$ cat src/rtl/inst_fetch_queue_if.sv
// Fetch-side and ID-side handshake bundle for the instruction fetch queue.
// The queue takes the slave view; the fetch/ID environment takes the master view.
interface inst_fetch_queue_if #(
  parameter int LINE_W = 64
);
  logic                  line1_fetch_valid_i;
  logic                  line2_fetch_valid_i;
  logic [2*LINE_W-1:0]   fetch_ibus;
  logic                  fetch_allowin_o;
  logic                  next_allowin_i;
  logic                  line1_now_to_next_valid_o;
  logic                  line2_now_to_next_valid_o;
  logic [2*LINE_W-1:0]   to_next_obus;

  modport master (
    output line1_fetch_valid_i,
    output line2_fetch_valid_i,
    output fetch_ibus,
    input  fetch_allowin_o,
    output next_allowin_i,
    input  line1_now_to_next_valid_o,
    input  line2_now_to_next_valid_o,
    input  to_next_obus
  );

  modport slave (
    input  line1_fetch_valid_i,
    input  line2_fetch_valid_i,
    input  fetch_ibus,
    output fetch_allowin_o,
    input  next_allowin_i,
    output line1_now_to_next_valid_o,
    output line2_now_to_next_valid_o,
    output to_next_obus
  );
endinterface

$ cat src/rtl/inst_fetch_queue.sv
// Dual-line circular instruction buffer between fetch and ID.
// Two lines in and up to two lines out per cycle; whole-queue flush.
module inst_fetch_queue #(
  parameter int DEPTH  = 8,
  parameter int LINE_W = 64
) (
  input  logic                     clk,
  input  logic                     rst_n,
  input  logic                     excep_flush_i,
  input  logic                     branch_flush_i,
  inst_fetch_queue_if.slave        bus,
  output logic [$clog2(DEPTH):0]   count_o
);
  localparam int AW = $clog2(DEPTH);
  localparam int CW = AW + 1;

  logic [LINE_W-1:0] mem_q [DEPTH];
  logic [AW-1:0]     rptr_q, rptr_d;
  logic [AW-1:0]     wptr_q, wptr_d;
  logic [AW-1:0]     rptr_nx, wptr_l2;
  logic [CW-1:0]     count_q, count_d;

  logic              flush;
  logic              allowin;
  logic              enq;
  logic              l1v, l2v;
  logic              v1, v2;
  logic [1:0]        n_in, n_out;
  logic [LINE_W-1:0] in_l1, in_l2;

  assign flush   = excep_flush_i | branch_flush_i;
  // Credit comes only from the registered count; dequeues don't help.
  assign allowin = count_q <= CW'(DEPTH - 2);
  assign enq     = allowin & ~flush;
  assign l1v     = bus.line1_fetch_valid_i;
  assign l2v     = bus.line2_fetch_valid_i;
  assign in_l1   = bus.fetch_ibus[LINE_W-1:0];
  assign in_l2   = bus.fetch_ibus[2*LINE_W-1:LINE_W];

  assign v1 = (count_q != '0) & ~flush;
  assign v2 = (count_q >= CW'(2)) & ~flush;

  assign rptr_nx = rptr_q + {{(AW-1){1'b0}}, 1'b1};
  // A lone line2 is compacted into the line1 slot.
  assign wptr_l2 = wptr_q + {{(AW-1){1'b0}}, l1v};

  always_comb begin
    n_in    = enq ? ({1'b0, l1v} + {1'b0, l2v}) : 2'd0;
    n_out   = (bus.next_allowin_i & ~flush) ? ({1'b0, v1} + {1'b0, v2}) : 2'd0;
    rptr_d  = rptr_q + AW'(n_out);
    wptr_d  = wptr_q + AW'(n_in);
    count_d = count_q + CW'(n_in) - CW'(n_out);
    if (flush) begin
      rptr_d  = '0;
      wptr_d  = '0;
      count_d = '0;
    end
  end

  always_ff @(posedge clk or negedge rst_n) begin
    if (!rst_n) begin
      rptr_q  <= '0;
      wptr_q  <= '0;
      count_q <= '0;
      for (int i = 0; i < DEPTH; i++) mem_q[i] <= '0;
    end else begin
      if (enq & l1v) mem_q[wptr_q]  <= in_l1;
      if (enq & l2v) mem_q[wptr_l2] <= in_l2;
      rptr_q  <= rptr_d;
      wptr_q  <= wptr_d;
      count_q <= count_d;
    end
  end

  assign bus.fetch_allowin_o           = allowin;
  assign bus.line1_now_to_next_valid_o = v1;
  assign bus.line2_now_to_next_valid_o = v2;
  assign bus.to_next_obus              = {mem_q[rptr_nx], mem_q[rptr_q]};
  assign count_o                       = count_q;
endmodule
$ cat src/flat_wrapper.sv
// flat-port wrapper written by rule: the top's interface ports become plain ports
module inst_fetch_queue_flat 
#(
  parameter int DEPTH  = 8,
  parameter int LINE_W = 64
)
  (clk, rst_n, excep_flush_i, branch_flush_i, count_o, bus_line1_fetch_valid_i, bus_line2_fetch_valid_i, bus_fetch_ibus, bus_fetch_allowin_o, bus_next_allowin_i, bus_line1_now_to_next_valid_o, bus_line2_now_to_next_valid_o, bus_to_next_obus);
  inst_fetch_queue_if #(.LINE_W(LINE_W)) bus_i ();
  input  logic clk;
  input  logic rst_n;
  input  logic excep_flush_i;
  input  logic branch_flush_i;
  output logic [$clog2(DEPTH):0] count_o;
  input wire logic [$bits(bus_i.line1_fetch_valid_i)-1:0] bus_line1_fetch_valid_i;
  input wire logic [$bits(bus_i.line2_fetch_valid_i)-1:0] bus_line2_fetch_valid_i;
  input wire logic [$bits(bus_i.fetch_ibus)-1:0] bus_fetch_ibus;
  output wire logic [$bits(bus_i.fetch_allowin_o)-1:0] bus_fetch_allowin_o;
  input wire logic [$bits(bus_i.next_allowin_i)-1:0] bus_next_allowin_i;
  output wire logic [$bits(bus_i.line1_now_to_next_valid_o)-1:0] bus_line1_now_to_next_valid_o;
  output wire logic [$bits(bus_i.line2_now_to_next_valid_o)-1:0] bus_line2_now_to_next_valid_o;
  output wire logic [$bits(bus_i.to_next_obus)-1:0] bus_to_next_obus;
  assign bus_i.line1_fetch_valid_i = bus_line1_fetch_valid_i;
  assign bus_i.line2_fetch_valid_i = bus_line2_fetch_valid_i;
  assign bus_i.fetch_ibus = bus_fetch_ibus;
  assign bus_fetch_allowin_o = bus_i.fetch_allowin_o;
  assign bus_i.next_allowin_i = bus_next_allowin_i;
  assign bus_line1_now_to_next_valid_o = bus_i.line1_now_to_next_valid_o;
  assign bus_line2_now_to_next_valid_o = bus_i.line2_now_to_next_valid_o;
  assign bus_to_next_obus = bus_i.to_next_obus;
  inst_fetch_queue #(.DEPTH(DEPTH), .LINE_W(LINE_W)) u_core (.clk(clk), .rst_n(rst_n), .excep_flush_i(excep_flush_i), .branch_flush_i(branch_flush_i), .bus(bus_i), .count_o(count_o));
endmodule
$ cat config.mk
export PLATFORM = sky130hd
export DESIGN_NAME = inst_fetch_queue_flat
export DESIGN_NICKNAME = d
export VERILOG_FILES = /design/src/rtl/inst_fetch_queue_if.sv /design/src/rtl/inst_fetch_queue.sv /design/src/flat_wrapper.sv
export SDC_FILE = /design/constraint.sdc
export NUM_CORES = 1
export LEC_CHECK = 0
export CAP_MARGIN = 20
export CORE_MARGIN = 1.5
export CORE_UTILIZATION = 54
export CTS_CLUSTER_DIAMETER = 80
export CTS_CLUSTER_SIZE = 10
export DETAILED_ROUTE_END_ITERATION = 10
export HOLD_SLACK_MARGIN = 0.05
export PLACE_DENSITY = 0.79
export SYNTH_ARGS = -nofsm -noshare
export SYNTH_HDL_FRONTEND = slang
export SYNTH_SLANG_ARGS = --single-unit
$ cat constraint.sdc
create_clock -name clk -period 3.2 [get_ports clk]
set_input_delay 0.96 -clock clk [delete_from_list [all_inputs] [get_ports clk]]
set_output_delay 0.96 -clock clk [all_outputs]
set_load 0.1 [all_outputs]
## Word-level counts from Yosys, hierarchy flattened

Index checks and enable logic that the tools add are counted.
W data, S select, Z words.

| storage, ports and cells | value |
|---|---|
| bits in registers | 522 |
| bits in latches | 0 |
| bits in writable memories | 0 |
| bits in read-only memories | 0 |
| input bits | 135 |
| output and inout port bits | 135 |
| word-level logic and storage cells | 61 |
| memories kept | 0 |

| cells by class | value |
|---|---|
| add/sub/neg operators | 8 |
| multipliers | 0 |
| divide/modulo/power cells | 0 |
| magnitude comparators | 8 |
| equal/unequal tests | 0 |
| shift-type cells | 0 |
| multiplexer cells | 19 |
| bitwise operators | 12 |
| reduce and logical (&&, ||, !) cells | 3 |

Operators by type and width:

| cell | number |
|---|---|
| $bwmux W512 | 2 |
| $mux W512 | 2 |
| $bmux W64 S3 | 2 |
| $demux W64 S3 | 2 |
| $mux W64 | 6 |
| $ge A4 B4 Y1 const B | 4 |
| $not A3 Y4 | 4 |
| $lt A4 B1 Y1 const B | 2 |
| $add A3 B2 Y3 | 2 |
| $and A1 B1 Y1 | 6 |
| $mux W3 | 2 |
| $add A1 B1 Y2 | 2 |
| $add A4 B2 Y4 | 1 |
| $ge A4 B2 Y1 const B | 1 |
| $le A4 B3 Y1 const B | 1 |
| $mux W2 | 2 |
| $mux W4 | 1 |
| $reduce_bool A4 Y1 | 1 |
| $sub A4 B2 Y4 | 1 |
| $add A3 B1 Y3 | 1 |
| $add A3 B1 Y3 const B | 1 |
| $logic_and A1 B1 Y1 | 2 |
| $not A1 Y1 | 1 |
| $or A1 B1 Y1 | 1 |

## Longest topological paths before layout

Gate-level depths: netlist of run 1.

| logic depth | value |
|---|---|
| word-level depth | 9 |
| gate-level depth with buffers | 14 |
| depth with buffers taken out | 14 |

## Worst setup path after synthesis of run 1

Ideal clock, no wire load.

| timing path | value |
|---|---|
| path type | register -> register |
| from | register u_core.count_q[3], in the netlist u_core.count_o[3] |
| to | register u_core.count_q[3], in the netlist u_core.count_o[3] |
| setup time | 133 ps |
| arrival time | 4789 ps |
| data required time | 3067 ps |
| setup slack | -1722 ps |
| cell stages (with the launch flop) | 14 |
| buffers on the path | 1 |
| clock period less this slack | 4922 ps |
| cell sequence | dfrtp_1 > inv_1 > ha_1 > and3_1 > buf_4 > nor2_1 > nand3_1 > fa_1 > inv_1 > ha_1 > a21o_1 > a21oi_1 > xnor2_1 > nor2_1 |

| on the way | value |
|---|---|
| longest elaborated chain between the ends | 6 |
| elaborated cells on any way between the ends | 12 |
| those cells by class | 3 x add/sub; 2 x order compare; 3 x mux; 3 x bitwise; 1 x reduce/logical |

RTL lines:

| item | line | source |
|---|---|---|
| start, declared | inst_fetch_queue.sv:21 | `logic [CW-1:0] count_q, count_d;` |
| start signal, assigned | inst_fetch_queue.sv:71 | `count_q <= count_d;` |
| $le A4 B3 Y1 | inst_fetch_queue.sv:33 | `assign allowin = count_q <= CW'(DEPTH - 2);` |
| named net bus_fetch_allowin_o | flat_wrapper.sv:17 | `output wire logic [$bits(bus_i.fetch_allowin_o)-1:0] bus_fetch_allowin_o;` |
| $and A1 B1 Y1 | inst_fetch_queue.sv:34 | `assign enq = allowin & ~flush;` |
| $mux W2 | inst_fetch_queue.sv:48 | `n_in = enq ? ({1'b0, l1v} + {1'b0, l2v}) : 2'd0;` |
| $add A4 B2 Y4 | inst_fetch_queue.sv:52 | `count_d = count_q + CW'(n_in) - CW'(n_out);` |
| $sub A4 B2 Y4 | inst_fetch_queue.sv:52 |  |
| $mux W4 | inst_fetch_queue.sv:53 | `if (flush) begin` |
| named net u_core.count_d[3] | inst_fetch_queue.sv:21 |  |

The timed path passes the listed nets, and every way through them passes these cells.

## Worst setup path in the final report of run 1

| timing path | value |
|---|---|
| from | register u_core.rptr_q[1] |
| to | output port bus_to_next_obus[86] |

| on the way | value |
|---|---|
| longest elaborated chain between the ends | 5 |

RTL lines:

| item | line | source |
|---|---|---|
| start, declared | inst_fetch_queue.sv:18 | `logic [AW-1:0] rptr_q, rptr_d;` |
| start signal, assigned | inst_fetch_queue.sv:69 | `rptr_q <= rptr_d;` |
| $add A3 B1 Y3 | inst_fetch_queue.sv:43 | `assign rptr_nx = rptr_q + {{(AW-1){1'b0}}, 1'b1};` |
| $not A3 Y4 (implied by the code) | inst_fetch_queue.sv:78 | `assign bus.to_next_obus = {mem_q[rptr_nx], mem_q[rptr_q]};` |
| $bmux W64 S3 | inst_fetch_queue.sv:78 |  |
| $mux W64 (implied by the code) (2 in a row) | inst_fetch_queue.sv:78 |  |
| end, declared | flat_wrapper.sv:21 | `output wire logic [$bits(bus_i.to_next_obus)-1:0] bus_to_next_obus;` |

Every way passes these cells. The select of a mux whose other input is x is not followed.

==> results of run 1 <==
-- layer usage --
metal	track usage (%)	routed length, um	up-vias
li1	-	-	9378
met1	44.17	41000	12260
met2	53.27	50680	1074
met3	5.819	7207	265
met4	12.78	3803	2
met5	0	13	-
-- stage by stage --
stage	setup TNS (ps)	setup slack [ps]	area [um^2]	total power (uW)
2_1_floorplan	-1247	-415.7	33620	14080
3_3_place_gp	-98820	-409.7	40490	17520
3_5_place_dp	-136890	-498.2	40490	17760
4_1_cts	-49520	-454.1	43660	23930
5_1_grt	-49980	-473.8	43630	24610
6_report	-45020	-447.5	43630	23920
-- cell type report --
class,count,area [um^2],share of cell area [%]
Antenna cell,7,17.52,0.04015
Clock buffer,63,1491,3.418
Clock inverter,2,17.52,0.04015
Inverter,12,45.04,0.1032
Multi-Input combinational cell,1486,20170,46.22
Sequential cell,522,13080,29.97
Tap cell,790,988.4,2.265
Timing Repair Buffer,516,7829,17.94
-- flip-flops by register name, summed over array words and instances (netlist names) --
name / count
u_core.rptr_q: 3
u_core.mem_q: 512
u_core.count_o: 4
u_core.wptr_q: 3
-- power by group --
| group | leakage [uW] | switching [uW] | internal, uW |
|---|---|---|---|
| registers | 0.00695 | 580 | 7330 |
| logic | 0.0116 | 5750 | 4390 |
| clock network | 0.000740 | 2630 | 3230 |
-- timing repair --
| action | CTS | global route |
|---|---|---|
| gates resized for setup | 173 | 25 |
| pin swaps | 1 | 1 |
| buffers inserted | 30 | 5 |
| cloned | 23 | 1 |
| endpoints found under the setup margin | 130 | 131 |
-- synthesized netlist by cell type (all sizes together) --
master	number	share of area [%]
fa	4	0.24
or4b	1	0.030
nor3	1	0.015
buf	104	1.9
nand4bb	1	0.034
a21o	1	0.022
or2	2	0.037
a31oi	1	0.019
inv	12	0.13
and2	5	0.093
mux4	256	17
and3	3	0.056
nand2b	3	0.056
nand2	6	0.067
xnor2	4	0.10
mux2	1152	39
nor2	9	0.10
nand3	6	0.090
o21ai	1	0.015
xor2	3	0.078
ha	14	0.52
clkbuf	68	0.76
a21oi	2	0.030
a21boi	1	0.022
nor4	10	0.58
dfrtp	522	39
-- worst max path at each step --
stage                                        to  slack (ps)
after CTS                 bus_to_next_obus[127]        -450
after global routing       bus_to_next_obus[86]        -470
after detailed placement      u_core.count_o[3]        -500
final                      bus_to_next_obus[86]        -450
after floorplan               u_core.count_o[3]        -420
after global placement        u_core.mem_q[361]        -410
-- logic make-up after synthesis --
kind of cell	Yosys count	share of synthesized area (%)
muxes	1408	55.95
DFF	522	39.00
buffers and inverters	184	2.828
and+or+nand+nor	47	1.162
adders and majority gates	18	0.7622
xor gates and xnor gates	7	0.1831
AOI/OAI and AO/OA	6	0.1084
-- critical path, cell delays in order, from the launching register on --
cell and delay [ps]:
sky130_fd_sc_hd__dfrtp_4 530, sky130_fd_sc_hd__ha_4 330, sky130_fd_sc_hd__buf_12 160, sky130_fd_sc_hd__buf_12 170, sky130_fd_sc_hd__mux4_2 350, sky130_fd_sc_hd__mux2_4 320, sky130_fd_sc_hd__buf_12 170
==> metrics.txt, run 1 <==
# TYPE chip_impl_metric gauge
chip_impl_info{name="outcome",value="finished, violations left"} 1
chip_impl_info{name="violations",value="setup timing"} 1
chip_impl_metric{name="h-tree-depth",unit=""} 2
chip_impl_metric{name="hold_violations",unit=""} 0
chip_impl_info{name="mostFrequentLayoutCells",value="848 x sky130_fd_sc_hd__mux2_2, 516 x sky130_fd_sc_hd__dfrtp_1, 256 x sky130_fd_sc_hd__mux4_2"} 1
chip_impl_info{name="cp-start-kind",value="flop"} 1
chip_impl_metric{name="initial_utilization",unit="%"} 54.47
chip_impl_metric{name="drive_gt1_share",unit="%"} 65.97
chip_impl_metric{name="core_area",unit="um^2"} 61480
chip_impl_info{name="reg2reg_to",value="u_core.count_o[3]"} 1
chip_impl_metric{name="clock_latency",unit="ps"} 630
chip_impl_metric{name="drt-vias-per-instance",unit=""} 6.763
chip_impl_metric{name="fin_crit",unit="ps"} 3648
chip_impl_metric{name="synthesis.area_per_instance",unit="um^2"} 15.28
chip_impl_metric{name="detail_route.first_pass.iterations",unit=""} 5
chip_impl_metric{name="postLayoutSetupSlackWorst",unit="ps"} -447.5
chip_impl_metric{name="postRouteAntennaNets",unit=""} 0
chip_impl_metric{name="finalHoldWorstSlack",unit="ps"} 257.8
chip_impl_metric{name="maxCapViolations",unit=""} 0
chip_impl_metric{name="fp-row-count",unit=""} 91
chip_impl_metric{name="critPathRequiredTime",unit="ps"} 2240
chip_impl_metric{name="finClkSkew",unit="ps"} 25.30
chip_impl_info{name="worstSetupPathType",value="flop to output port"} 1
chip_impl_metric{name="gr-usage-all-layers",unit="%"} 32.84
chip_impl_info{name="start_point_of_the_critical_path",value="u_core.rptr_q[1]"} 1
chip_impl_metric{name="timing_max_transition_violations_final",unit=""} 0
chip_impl_info{name="rsz0062_at_grt",value="true"} 1
chip_impl_metric{name="clock.fmax",unit="GHz"} 0.2742
chip_impl_info{name="most_common_cell_after_layout_fill_and_taps_aside",value="sky130_fd_sc_hd__mux2_2"} 1
chip_impl_info{name="hp-class",value="primary input to async pin"} 1
chip_impl_metric{name="synth-seq-area-share",unit="%"} 39.00
chip_impl_metric{name="floorplan.die_area",unit="um^2"} 63520
chip_impl_metric{name="dpl.cell_count",unit=""} 3275
chip_impl_metric{name="worst-slew-pin-transition",unit="ps"} 734.4
chip_impl_metric{name="grt_antenna_before_repair",unit=""} 8
chip_impl_metric{name="vias",unit=""} 22980
chip_impl_metric{name="fin_util",unit="%"} 70.97
chip_impl_metric{name="power.static_leakage",unit="uW"} 0.01931
chip_impl_metric{name="initialDrtViolationCount",unit=""} 1955
chip_impl_metric{name="wl_per_cell",unit="um"} 30.22
chip_impl_metric{name="slew_headroom",unit="%"} 51.04
chip_impl_metric{name="synthToLayoutAreaGrowth",unit="%"} 30.29
chip_impl_metric{name="remaining_drc_errors",unit=""} 0
chip_impl_info{name="clock_tree_from_tritoncts",value="done"} 1
chip_impl_metric{name="hpwlAfterDp",unit="um"} 63520
chip_impl_metric{name="net_count_final",unit=""} 2749
chip_impl_metric{name="floorplan.die.height",unit="um"} 252.0
chip_impl_metric{name="reg2reg_slack",unit="ps"} 210
chip_impl_metric{name="cts_hold_buf",unit=""} 0
chip_impl_metric{name="globalRouteOverflowTotal",unit=""} 0
chip_impl_metric{name="die_w",unit="um"} 252.0
chip_impl_metric{name="path_max_fanout",unit=""} 16
chip_impl_metric{name="layout_worst_path_cycle_share",unit="%"} 114.0
chip_impl_metric{name="syn_nets",unit=""} 2345
chip_impl_metric{name="io_buffers",unit=""} 269
chip_impl_metric{name="synth.distinct_cells",unit=""} 32
chip_impl_metric{name="cts.path.max_buffers",unit=""} 3
chip_impl_metric{name="ys_ff_latch",unit=""} 522
chip_impl_metric{name="wire_length_of_the_first_global_routing_pass",unit="um"} 157200
chip_impl_info{name="critical_path.endpoint_type",value="output port"} 1
chip_impl_metric{name="synth_cell_area",unit="um^2"} 33490
chip_impl_metric{name="peakVddDrop",unit="V"} 0.0006238
chip_impl_metric{name="pin_count_of_the_biggest_net_entering_global_routing",unit=""} 97
chip_impl_info{name="timing.rr.start",value="u_core.count_o[3]"} 1
chip_impl_metric{name="routed_wirelength",unit="um"} 102700
chip_impl_metric{name="final-instance-count-excl-fill",unit=""} 3398
chip_impl_metric{name="tritoncts.num_buffers",unit=""} 58
chip_impl_metric{name="fillCellCount",unit=""} 3797
chip_impl_metric{name="setup_violators_final",unit=""} 128
chip_impl_metric{name="clkTransAtPathRegs",unit="ps"} 60
chip_impl_metric{name="boundaryPins",unit=""} 270
chip_impl_metric{name="cts.sink_count",unit=""} 522
chip_impl_metric{name="synth_cells",unit=""} 2192
chip_impl_metric{name="ys.warnings.count",unit=""} 0
chip_impl_info{name="clockRootBuffer",value="sky130_fd_sc_hd__clkbuf_16"} 1
chip_impl_metric{name="final_gp_congestion",unit=""} 0.8640
chip_impl_metric{name="worstPathArrival",unit="ps"} 2690
chip_impl_metric{name="worst-r2r-cell-count",unit=""} 14
chip_impl_metric{name="grt_pass1_vias",unit=""} 24640
chip_impl_metric{name="power_density",unit="nW/um^2"} 548.1
(Power assumes the default switching activity.)
==> run 2: changes to the inputs <==
- CELL_PAD_IN_SITES_DETAIL_PLACEMENT: not set -> 1
- CELL_PAD_IN_SITES_GLOBAL_PLACEMENT: not set -> 1
- CORE_UTILIZATION: 54 -> 45
- PLACE_DENSITY: 0.79 -> 0.78
==> run 2 against run 1 <==
  * The run still ends with setup timing left
  * Maximum frequency is 0.25% lower
  * Design area is 0.91% higher
  * Wire length is 20% higher
  * Critical path depth unchanged
  * Sequential share of layout area decreased by 0.27 points
  * Count of clock-buffer cells in the layout is 2 higher
  * Combinational power hardly changed
  * Worst setup slack worse by 9.3 ps
  * Utilization decreased by 11 points
  * Cell count rose by 5.3%
  * Non-clock buffer count rose by 8
==> metrics.txt, run 2 (same netlist as run 1, synthesis figures left out) <==
# TYPE chip_impl_metric gauge
chip_impl_metric{name="die_w",unit="um"} 275.8
chip_impl_metric{name="layout_worst_path_cycle_share",unit="%"} 114.3
chip_impl_metric{name="power_density",unit="nW/um^2"} 555.7
chip_impl_metric{name="fp-row-count",unit=""} 99
chip_impl_info{name="violations",value="setup timing"} 1
chip_impl_metric{name="h-tree-depth",unit=""} 2
chip_impl_metric{name="power.static_leakage",unit="uW"} 0.01940
chip_impl_metric{name="grt_pass1_vias",unit=""} 26470
chip_impl_metric{name="initial_utilization",unit="%"} 45.67
chip_impl_metric{name="net_count_final",unit=""} 2757
chip_impl_info{name="clockRootBuffer",value="sky130_fd_sc_hd__clkbuf_16"} 1
chip_impl_metric{name="largest_reg_flops",unit=""} 512
chip_impl_metric{name="drt-vias-per-instance",unit=""} 6.597
chip_impl_metric{name="final_gp_congestion",unit=""} 0.8281
chip_impl_metric{name="path_max_fanout",unit=""} 11
chip_impl_metric{name="finalHoldWorstSlack",unit="ps"} 211.7
chip_impl_metric{name="wl_per_cell",unit="um"} 34.47
chip_impl_metric{name="pin_count_of_the_biggest_net_entering_global_routing",unit=""} 99
chip_impl_metric{name="grt_antenna_before_repair",unit=""} 10
chip_impl_metric{name="setup_violators_final",unit=""} 128
chip_impl_metric{name="clock_latency",unit="ps"} 630
chip_impl_metric{name="post_dp_cell_area",unit="um^2"} 40600
chip_impl_info{name="most_common_cell_after_layout_fill_and_taps_aside",value="sky130_fd_sc_hd__mux2_2"} 1
chip_impl_metric{name="worstPathArrival",unit="ps"} 2700
chip_impl_metric{name="tritoncts.num_buffers",unit=""} 58
chip_impl_metric{name="wire_length_of_the_first_global_routing_pass",unit="um"} 178200
chip_impl_metric{name="boundaryPins",unit=""} 270
chip_impl_metric{name="cts.path.max_buffers",unit=""} 3
chip_impl_metric{name="initialDrtViolationCount",unit=""} 2030
chip_impl_info{name="cp-start-kind",value="flop"} 1
chip_impl_info{name="critical_path.endpoint_type",value="output port"} 1
chip_impl_metric{name="detail_route.first_pass.iterations",unit=""} 5
chip_impl_metric{name="hold_violations",unit=""} 0
chip_impl_metric{name="maxCapViolations",unit=""} 0
chip_impl_metric{name="routed_wirelength",unit="um"} 123300
chip_impl_metric{name="postRouteAntennaNets",unit=""} 0
chip_impl_metric{name="clkTransAtPathRegs",unit="ps"} 60
chip_impl_metric{name="critPathRequiredTime",unit="ps"} 2240
chip_impl_metric{name="floorplan.die.height",unit="um"} 275.8
chip_impl_metric{name="core_area",unit="um^2"} 73330
chip_impl_metric{name="gr-usage-all-layers",unit="%"} 31.67
chip_impl_info{name="clock_tree_from_tritoncts",value="done"} 1
chip_impl_metric{name="worst-slew-pin-transition",unit="ps"} 756.3
chip_impl_metric{name="fin_util",unit="%"} 60.05
chip_impl_metric{name="slew_headroom",unit="%"} 49.58
chip_impl_metric{name="total_power",unit="uW"} 24470
chip_impl_info{name="outcome",value="finished, violations left"} 1
chip_impl_metric{name="drive_gt1_share",unit="%"} 66.13
chip_impl_metric{name="cts_hold_buf",unit=""} 0
chip_impl_metric{name="finClkSkew",unit="ps"} 20.32
chip_impl_metric{name="finish.instance_area",unit="um^2"} 44030
chip_impl_metric{name="cts.sink_count",unit=""} 522
chip_impl_metric{name="globalRouteOverflowTotal",unit=""} 0
chip_impl_metric{name="timing_max_transition_violations_final",unit=""} 0
chip_impl_info{name="worstSetupPathType",value="flop to output port"} 1
chip_impl_metric{name="floorplan.die_area",unit="um^2"} 76070
chip_impl_info{name="rsz0062_at_grt",value="true"} 1
chip_impl_metric{name="peakVddDrop",unit="V"} 0.0005607
chip_impl_metric{name="vias",unit=""} 23600
chip_impl_info{name="hp-class",value="primary input to async pin"} 1
chip_impl_metric{name="hpwlAfterDp",unit="um"} 71700
chip_impl_metric{name="postLayoutSetupSlackWorst",unit="ps"} -456.8
chip_impl_metric{name="io_buffers",unit=""} 269
chip_impl_metric{name="remaining_drc_errors",unit=""} 0
chip_impl_metric{name="synthToLayoutAreaGrowth",unit="%"} 31.48
chip_impl_info{name="registers.top_by_ff_count",value="u_core.mem_q"} 1
chip_impl_metric{name="fin_crit",unit="ps"} 3657
chip_impl_info{name="mostFrequentLayoutCells",value="847 x sky130_fd_sc_hd__mux2_2, 516 x sky130_fd_sc_hd__dfrtp_1, 256 x sky130_fd_sc_hd__mux4_2"} 1
chip_impl_metric{name="fillCellCount",unit=""} 6564
chip_impl_metric{name="clock.fmax",unit="GHz"} 0.2735
-- run 2: changes by cell type in the layout (fill, tap and decap cells not counted), moves of 2 or more --
cell / before / now
sky130_fd_sc_hd__clkbuf_16: 60 / 70
sky130_fd_sc_hd__buf_8: 5 / 8
sky130_fd_sc_hd__buf_4: 106 / 104
sky130_fd_sc_hd__buf_6: 7 / 10
sky130_fd_sc_hd__bufbuf_16: 8 / 3
-- run 2: what timing repair did --
action	CTS	global route
resized for setup	172	38
cloned	28	10
setup endpoints to repair	129	129
pin swaps	1	1
buffers inserted	35	16
-- run 2: cell type report --
| type | count | area [um^2] | share of cell area (%) |
|---|---|---|---|
| Inverter | 12 | 45.04 | 0.1023 |
| Timing Repair Buffer | 524 | 7960 | 18.08 |
| Sequential cell | 522 | 13080 | 29.70 |
| Tap cell | 959 | 1200 | 2.725 |
| Multi-Input combinational cell | 1486 | 20170 | 45.81 |
| Antenna cell | 8 | 20.02 | 0.04546 |
| Clock buffer | 65 | 1551 | 3.524 |
| Clock inverter | 1 | 7.507 | 0.01705 |
-- run 2: stage by stage --
stage	instances	TNS (ps)	worst slack, ps
3_5_place_dp	3436	-135060	-543.5
6_report	3577	-46560	-456.8
4_1_cts	3565	-51340	-488.8
5_1_grt	3575	-51520	-487.1
3_3_place_gp	3436	-111220	-484.3
2_1_floorplan	2192	-1247	-415.7
-- run 2: path summary, 6_finish.rpt --
| path | start | end | slack, ps | cells after the start |
|---|---|---|---|---|
| min in group clk | u_core.mem_q[496] | u_core.mem_q[496] | 640 | 2 |
| min | rst_n | u_core.mem_q[489] | 210 | 1 |
| max in group asynchronous | rst_n | u_core.mem_q[25] | 1990 | 4 |
| max | u_core.rptr_q[1] | bus_to_next_obus[92] | -460 | 6 |
| min reg2reg | u_core.mem_q[496] | u_core.mem_q[496] | 640 | 2 |
| max reg2reg | u_core.count_o[2] | u_core.count_o[3] | 320 | 14 |
-- run 2: layer usage --
metal	vias to the layer above	global-route usage (%)	routed length, um
met5	-	0	43
met4	6	12.03	4372
met3	262	4.906	7386
met2	1100	53.67	62180
met1	12820	40.98	49310
li1	9414	-	-
-- run 2: report_power, final --
group          total [uW]  internal (uW)  switching [uW]
logic               10400           4400            5950
registers            7990           7330             661
clock network        6120           3350            2770
-- run 2: critical path, stage by stage, from the launching register on --
cell and delay (ps):
sky130_fd_sc_hd__dfrtp_4 530, sky130_fd_sc_hd__ha_4 330, sky130_fd_sc_hd__buf_12 190, sky130_fd_sc_hd__buf_12 170, sky130_fd_sc_hd__mux4_2 330, sky130_fd_sc_hd__mux2_4 320
sky130_fd_sc_hd__buf_12 180
==> run 3: changes to the inputs <==
- ABC_CLOCK_PERIOD_IN_PS: not set -> 3200
- CTS_CLUSTER_DIAMETER: 80 -> not set
==> run 3 against run 2 <==
  * The flow still finishes with violations (setup timing)
  * Via count is 2.6% lower
  * Wire length shrank 5.9%
  * Non-clock buffer count shrank 11
  * Total power about the same
  * Die area did not move
  * Flip-flop and latch count unchanged
  * Critical path depth is 1 lower
  * Largest cell class unchanged
  * Largest power group unchanged
==> metrics.txt, run 3 (same netlist as run 1, synthesis figures left out) <==
# TYPE chip_impl_metric gauge
chip_impl_metric{name="grt_pass1_vias",unit=""} 25710
chip_impl_metric{name="power_density",unit="nW/um^2"} 558.2
chip_impl_metric{name="worst-slew-pin-transition",unit="ps"} 726.8
chip_impl_info{name="outcome",value="finished, violations left"} 1
chip_impl_metric{name="floorplan.die.height",unit="um"} 275.8
chip_impl_metric{name="pin_count_of_the_biggest_net_entering_global_routing",unit=""} 99
chip_impl_info{name="mostFrequentLayoutCells",value="862 x sky130_fd_sc_hd__mux2_2, 516 x sky130_fd_sc_hd__dfrtp_1, 256 x sky130_fd_sc_hd__mux4_2"} 1
chip_impl_metric{name="routed_wirelength",unit="um"} 116000
chip_impl_info{name="rsz0062_at_grt",value="true"} 1
chip_impl_metric{name="fin_util",unit="%"} 59.76
chip_impl_metric{name="postRouteAntennaNets",unit=""} 0
chip_impl_metric{name="synthToLayoutAreaGrowth",unit="%"} 30.85
chip_impl_metric{name="largest_reg_flops",unit=""} 512
chip_impl_metric{name="path_max_fanout",unit=""} 8
chip_impl_metric{name="setup_violators_final",unit=""} 128
chip_impl_metric{name="slew_headroom",unit="%"} 51.55
chip_impl_metric{name="gr-usage-all-layers",unit="%"} 29.28
chip_impl_metric{name="net_count_final",unit=""} 2748
chip_impl_metric{name="clock_latency",unit="ps"} 630
chip_impl_metric{name="layout_worst_path_cycle_share",unit="%"} 115.1
chip_impl_info{name="violations",value="setup timing"} 1
chip_impl_info{name="hp-class",value="primary input to async pin"} 1
chip_impl_info{name="reg2reg_to",value="u_core.count_o[3]"} 1
chip_impl_info{name="most_common_cell_after_layout_fill_and_taps_aside",value="sky130_fd_sc_hd__mux2_2"} 1
chip_impl_info{name="worstSetupPathType",value="flop to output port"} 1
chip_impl_metric{name="core_area",unit="um^2"} 73330
chip_impl_metric{name="initial_utilization",unit="%"} 45.67
chip_impl_info{name="registers.top_by_ff_count",value="u_core.mem_q"} 1
chip_impl_metric{name="fin_crit",unit="ps"} 3682
chip_impl_info{name="critical_path.endpoint_type",value="output port"} 1
chip_impl_metric{name="postLayoutSetupSlackWorst",unit="ps"} -482.1
chip_impl_metric{name="hpwlAfterDp",unit="um"} 71700
chip_impl_metric{name="tritoncts.num_buffers",unit=""} 60
chip_impl_metric{name="fin_tns_setup",unit="ps"} -48390
chip_impl_metric{name="floorplan.die_area",unit="um^2"} 76070
chip_impl_info{name="start_point_of_the_critical_path",value="u_core.rptr_q[0]"} 1
chip_impl_metric{name="finClkSkew",unit="ps"} 15.59
chip_impl_info{name="crit_top_cell",value="sky130_fd_sc_hd__buf_12"} 1
chip_impl_metric{name="detail_route.first_pass.iterations",unit=""} 5
chip_impl_metric{name="wl_per_cell",unit="um"} 32.35
chip_impl_metric{name="cts_hold_buf",unit=""} 0
chip_impl_metric{name="maxCapViolations",unit=""} 0
chip_impl_metric{name="preCtsSetupSlack",unit="ps"} -543.5
chip_impl_metric{name="drt-vias-per-instance",unit=""} 6.415
chip_impl_metric{name="clkTransAtPathRegs",unit="ps"} 60
chip_impl_info{name="crit_path_end",value="bus_to_next_obus[127]"} 1
chip_impl_metric{name="final-instance-count-excl-fill",unit=""} 3585
chip_impl_metric{name="cts.sink_count",unit=""} 522
chip_impl_metric{name="final_gp_congestion",unit=""} 0.8281
chip_impl_metric{name="clock.fmax",unit="GHz"} 0.2716
chip_impl_metric{name="total_power",unit="uW"} 24460
chip_impl_metric{name="peakVddDrop",unit="V"} 0.0006549
chip_impl_metric{name="die_w",unit="um"} 275.8
chip_impl_info{name="path_delay_family",value="multiplexers"} 1
chip_impl_metric{name="cts.path.max_buffers",unit=""} 3
chip_impl_metric{name="remaining_drc_errors",unit=""} 0
chip_impl_metric{name="drive_gt1_share",unit="%"} 65.62
chip_impl_metric{name="fp-row-count",unit=""} 99
chip_impl_metric{name="h-tree-depth",unit=""} 2
chip_impl_metric{name="vias",unit=""} 23000
chip_impl_metric{name="power.static_leakage",unit="uW"} 0.01929
chip_impl_info{name="timing.rr.start",value="u_core.count_o[2]"} 1
chip_impl_metric{name="globalRouteOverflowTotal",unit=""} 0
chip_impl_metric{name="wire_length_of_the_first_global_routing_pass",unit="um"} 166500
chip_impl_metric{name="grt_antenna_before_repair",unit=""} 13
chip_impl_metric{name="timing_max_transition_violations_final",unit=""} 0
chip_impl_metric{name="boundaryPins",unit=""} 270
chip_impl_metric{name="reg2reg_slack",unit="ps"} 300
chip_impl_metric{name="cp_slowest_stage_delay",unit="ps"} 540
chip_impl_info{name="cp_cell_sequence",value="ha_4 > buf_12 > mux4_2 > mux2_4 > buf_12"} 1
chip_impl_metric{name="initialDrtViolationCount",unit=""} 1750
chip_impl_info{name="clockRootBuffer",value="sky130_fd_sc_hd__clkbuf_16"} 1
chip_impl_metric{name="timing.critical_path.depth",unit=""} 5
chip_impl_metric{name="cp.buffers_inverters",unit=""} 2
chip_impl_metric{name="io_buffers",unit=""} 269
chip_impl_metric{name="critPathRequiredTime",unit="ps"} 2240
chip_impl_info{name="clock_tree_from_tritoncts",value="done"} 1
chip_impl_metric{name="dpl.cell_count",unit=""} 3436
chip_impl_info{name="critPathSlowestCell",value="sky130_fd_sc_hd__dfrtp_4"} 1
chip_impl_metric{name="worst-r2r-cell-count",unit=""} 14
chip_impl_metric{name="hold_violations",unit=""} 0
chip_impl_info{name="cp-start-kind",value="flop"} 1
chip_impl_metric{name="worstPathArrival",unit="ps"} 2720
run 3: cell type report:
| cell class | instances | area (um^2) |
|---|---|---|
| well taps | 959 | 1200 |
| diodes | 8 | 20.02 |
| clock buffers | 85 | 1667 |
| fillers | 6579 | 29510 |
| multi-input cells | 1486 | 20110 |
| inverters | 12 | 45.04 |
| repair buffers | 513 | 7697 |
| flip-flops and latches | 522 | 13080 |
run 3: power by group:
part | internal, uW | switching (uW) | leakage, uW
registers | 7330 | 625 | 0.00695
clock network | 3530 | 2750 | 0.000810
logic | 4360 | 5870 | 0.0115
total | 15200 | 9240 | 0.0193
run 3: worst min-delay path by stage:
| stage | startpoint | to | slack, ps |
|---|---|---|---|
| floorplan | u_core.mem_q[496] | u_core.mem_q[496] | 580 |
| global placement | u_core.mem_q[495] | u_core.mem_q[495] | 600 |
| detailed placement | u_core.mem_q[479] | u_core.mem_q[479] | 620 |
| CTS | rst_n | u_core.mem_q[304] | 200 |
| global route | rst_n | u_core.mem_q[425] | 220 |
| finish | rst_n | u_core.mem_q[425] | 220 |
run 3: what timing repair did:
item | in CTS | in global routing
hold endpoints to repair | 0 | 0
gates cloned | 11 | 17
resized for setup | 77 | 88
pin swaps | 1 | 0
setup endpoints to repair | 129 | 129
buffers inserted | 10 | 19
run 3: metal layers:
metal  up-vias  global-route usage (%)  share of wire, %
met4        10                   9.382               2.9
li1       9385                       -                 -
met3       197                   4.202               5.2
met5         -                       0             0.057
met2       823                   49.41                50
met1     12580                   38.99                42
run 3: metrics by stage:
stage	hold WS [ps]	instance area, um^2
detailed placement	622.9	40600
global placement	601.4	40600
CTS	202.7	42930
floorplan	578.6	33620
global route	221.9	43820
finish	224.2	43820
